==> src/rtl/decoder_n_scan.sv <==
// decoder_n_scan: registered N-to-2^N one-hot decoder with an auto-scan mode.
// In scan mode an internal index steps through every output. It advances once
// every SCAN_DIV clocks, and Wrap pulses when the index rolls over to 0.
// Optional build macro DECODER_OUT_ACTIVE_LOW_EN inverts Out so that the
// inactive level is all ones and the selected bit is low.
module decoder_n_scan #(
  parameter int N        = 3,
  parameter int SCAN_DIV = 4
) (
  input  logic                Clk,
  input  logic                Rst,
  input  logic                E,
  input  logic                Mode,
  input  logic [N-1:0]        In,
  output logic [(1<<N)-1:0]   Out,
  output logic [N-1:0]        Idx,
  output logic                Wrap
);

  localparam int W  = 1 << N;
  localparam int DW = (SCAN_DIV > 1) ? $clog2(SCAN_DIV) : 1;
  localparam logic [DW-1:0] DIV_LAST = DW'(SCAN_DIV - 1);

`ifdef DECODER_OUT_ACTIVE_LOW_EN
  localparam logic [W-1:0] OUT_OFF = '1;
`else
  localparam logic [W-1:0] OUT_OFF = '0;
`endif

  typedef enum logic [1:0] {
    IDLE   = 2'd0,
    DIRECT = 2'd1,
    SCAN   = 2'd2
  } state_t;

  state_t          state, state_nxt;
  logic [DW-1:0]   div, div_cur, div_nxt;
  logic [N-1:0]    idx_nxt;
  logic [W-1:0]    dec_nxt;
  logic            wrap_nxt;

  // Operating mode is chosen afresh each cycle from E and Mode.
  always_comb begin
    state_nxt = IDLE;
    if (E) begin
      state_nxt = Mode ? SCAN : DIRECT;
    end
  end

  // The next decode acts on the mode selected this cycle. On entry to SCAN the
  // divider always starts from 0, so any partial count from an earlier scan
  // is dropped.
  always_comb begin
    div_cur  = (state == SCAN) ? div : '0;
    div_nxt  = '0;
    idx_nxt  = Idx;
    dec_nxt  = '0;
    wrap_nxt = 1'b0;
    case (state_nxt)
      DIRECT: begin
        idx_nxt = In;
        dec_nxt = W'(1) << In;
      end
      SCAN: begin
        if (div_cur == DIV_LAST) begin
          idx_nxt  = Idx + N'(1);
          dec_nxt  = W'(1) << idx_nxt;
          wrap_nxt = (Idx == '1);
        end else begin
          div_nxt = div_cur + DW'(1);
          dec_nxt = W'(1) << Idx;
        end
      end
      default: begin
        // IDLE: the outputs go inactive and Idx keeps its last value.
      end
    endcase
  end

  // Registered state, divider and outputs; the output polarity is applied here
  // so that Out comes straight from a flop.
  always_ff @(posedge Clk) begin
    if (Rst) begin
      state <= IDLE;
      div   <= '0;
      Idx   <= '0;
      Out   <= OUT_OFF;
      Wrap  <= 1'b0;
    end else begin
      state <= state_nxt;
      div   <= div_nxt;
      Idx   <= idx_nxt;
      Out   <= dec_nxt ^ OUT_OFF;
      Wrap  <= wrap_nxt;
    end
  end

endmodule

==> config.mk <==
export PLATFORM = sky130hd
export DESIGN_NAME = decoder_n_scan
export DESIGN_NICKNAME = d
export VERILOG_FILES = /design/src/rtl/decoder_n_scan.sv
export SDC_FILE = /design/constraint.sdc
export NUM_CORES = 1
export LEC_CHECK = 0
export BUFFER_PORTS_ARGS = -buffer_cell sky130_fd_sc_hd__buf_4
export CAP_MARGIN = 10
export CORE_UTILIZATION = 45
export CTS_CLUSTER_DIAMETER = 150
export DETAILED_ROUTE_END_ITERATION = 7
export PLACE_DENSITY = 0.8
export SYNTH_ARGS = -nofsm -noshare
export SYNTH_HDL_FRONTEND = slang
export SYNTH_SLANG_ARGS = --single-unit
==> constraint.sdc <==
create_clock -name Clk -period 3.5 [get_ports Clk]
set_input_delay 0.525 -clock Clk [delete_from_list [all_inputs] [get_ports Clk]]
set_output_delay 0.525 -clock Clk [all_outputs]
set_load 0.03 [all_outputs]
==> reports/metrics.yaml <==
placed_design:
  dp_cells: 98
  dp_hpwl_um: 1010
  gp_congestion: 0.822
  port_buffers: 18
  placed_cell_area_um2: 812
  pre_cts_slack_ns: 1.85
routing:
  wl_um: 1360
  routedWlPerCell_um: 13.4
  drtIter0Drc: 11
  drtAntennaViolNets: 0
  route.detailed.drc: 0
  vias: 585
  viasPerCell: 5.74
  drtPass1Iterations: 4
yosys:
  avgSynthCellArea_um2: 10.0
  ys_top_cells_by_area: "dfxtp_1 (46%), ha_1 (7.2%), nor3_1 (6.5%)"
  syn_nets: 80
  syn_inst: 69
  synth_top_area_share_pct: 46.3
  yosysTopAreaCell: "dfxtp_1"
  synth_area_um2: 692
  synth_seq_cells: 16
  yosys_warnings: 0
  ys_types: 25
  ys_seq_area_share_pct: 46.3
finish:
  num_antenna_cells: 0
  layout-drive-gt1-share_pct: 29.9
  instances_no_fill: 102
  layout.nets: 99
  final_core_util_pct: 62.1
  areaGrowthSynthToFinish_pct: 22.6
  final_area_um2: 848
flow_run:
  drv_cap: 0
global_routing:
  track_usage_pct: 21.6
  gr-total-overflow: 0
  antenna_found_initial: 0
  grt_pass1_wl_um: 2240
  grt_pass1_vias: 517
  grt_max_degree: 18
floorplan:
  die_w_um: 41.2
  rows: 13
  pin_count: 19
  core_area_um2: 1370
  start_util_pct: 50.6
  dieArea_um2: 1700
  dieHeight_um: 41.2
status:
  outcome: "finished, final reports clean"
setup_path:
  rrSetupSlack_ns: 1.83
  worstSetupStartpointType: "register"
  worst_ep_required_time_ns: 3.71
  timing.rr.end: "Out[6]"
  slowest_stage: "a2111o_1"
  timing.critical_path.fanout_max: 5
  r2r_start: "Idx[0]"
  crit_path_start: "Idx[0]"
  crit_chain: "ha_1 -> ha_1 -> mux2i_1 -> a2111o_1 -> nor3_1"
  reg2reg_depth: 5
  critPathKind: "register to register"
  cp.arrival_ns: 1.88
  crit_top_cell: "ha_1"
  critPathCaptureType: "register"
  max_stage_delay_ns: 0.47
timing:
  rsz0062_at_grt: "false"
  max_freq_mhz: 599
  drv_slew: 0
  final-hold-violation-count: 0
  finClkSkew_ns: 0.00383
  period_needed_ns: 1.67
  relSlewSlack_pct: 74.4
  setup_ws_ns: 1.83
  worstMarginPinSlew_ns: 0.382
  holdWs_ns: 0.466
  post-route-period-util_pct: 47.7
  setup_viol: 0
  tns_ns: 0
clocking:
  post_cts_buffers: 0
  cts_sinks: 16
  ctsHoldBuffers: 0
  cts-root-buf: "clkbuf_4"
  clkLatencyLatePin_ns: 0.29
  path_clk_slew_ns: 0.09
  cts_tree: "yes"
  h-tree-depth: 1
  cts_buffers: 3
  cts_buffer_depth: 2
  cts_resized: 0
hold_path:
  min_path_cells: 2
  whs_endpoint: "Idx[0]"
  hold_start: "Rst"
  hp-class: "primary input to register"
power_and_ir_drop:
  ir_drop_v: 0.000197
  leakagePower_nw: 0.382
  powerDensity_nw_per_um2: 427
  total_power_mw: 0.362
-- worst max-delay path, delay by kind of cell (launching register included) --
family | cells | cell delay, ns
multiplexers | 1 | 0.10
flip-flops | 1 | 0.36
AO/OA/AOI/OAI | 1 | 0.47
adder cells (fa/ha/maj) | 2 | 0.51
AND/OR/NAND/NOR | 1 | 0.14
-- cell families (layout without fill, tap and decap cells) --
family | after synthesis | after routing | synth area share, %
AOI/OAI and AO/OA | 17 | 17 | 17.4
xor gates and xnor gates | 1 | 1 | 1.27
adders and majority gates | 4 | 4 | 7.23
buffers and inverters | 8 | 26 | 7.05
DFF | 16 | 16 | 46.3
muxes | 2 | 2 | 2.89
and+or+nand+nor | 21 | 21 | 17.9
-- placed cells by master (no fill, tap or decap), drive strengths merged --
master,netlist,layout
a221oi,2,2
nor4,1,1
a21bo,1,1
a21oi,4,4
and3b,3,3
clkbuf,0,4
nor2b,2,2
nor3,9,9
a2111o,1,1
a31oi,2,2
mux2i,2,2
a31o,2,2
nor4b,1,1
nand2,2,2
dfxtp,16,16
buf,4,18
nand2b,1,1
ha,4,4
inv,4,4
o21ai,2,2
o22ai,2,2
xnor2,1,1
nor2,1,1
o2111ai,1,1
and3,1,1
-- state kept, by name, indices dropped and copies added, names as in the netlist --
signal and flops:
div 2, Wrap 1, state 2, Idx 3, Out 8
-- worst max path at each step --
stage	to	cells past startpoint
2_1_floorplan	Out[4]	5
3_3_place_gp	Out[6]	5
3_5_place_dp	Out[6]	5
4_1_cts	Out[6]	5
5_1_grt	Out[2]	5
6_report	Out[6]	5
-- area by class of cell --
class,count,area (µm²)
fillers,134,518
multi-input cells,45,323
flip-flops and latches,16,320
repair buffers,18,135
clock buffers,4,36.3
well taps,15,18.8
inverters,4,15.0
-- routing by layer --
metal | vias up | global-route usage (%) | part of all wire, %
met3 | 4 | 8.15 | 5.3
met1 | 273 | 23.5 | 44
met2 | 20 | 35.5 | 48
met5 | - | 0 | 0
met4 | 0 | 12.1 | 2.5
li1 | 288 | - | -
-- synthesized netlist by cell type --
cell,number
nor4b_1,1
and3b_1,3
a221oi_1,2
and3_2,1
a31oi_1,2
nor2b_1,2
nor3_1,9
a2111o_1,1
ha_1,4
a31o_2,2
inv_1,4
a21oi_1,4
o2111ai_1,1
nor4_1,1
mux2i_1,2
buf_6,1
xnor2_1,1
dfxtp_1,16
o21ai_0,2
nand2_1,2
a21bo_2,1
nand2b_1,1
buf_4,3
nor2_1,1
o22ai_1,2
-- report_power, final --
group          total (mW)  internal (mW)  switching (mW)
registers           0.191          0.187         0.00357
clock network       0.121         0.0634          0.0572
logic              0.0508         0.0205          0.0303
Power figures use the tool's default switching activity.
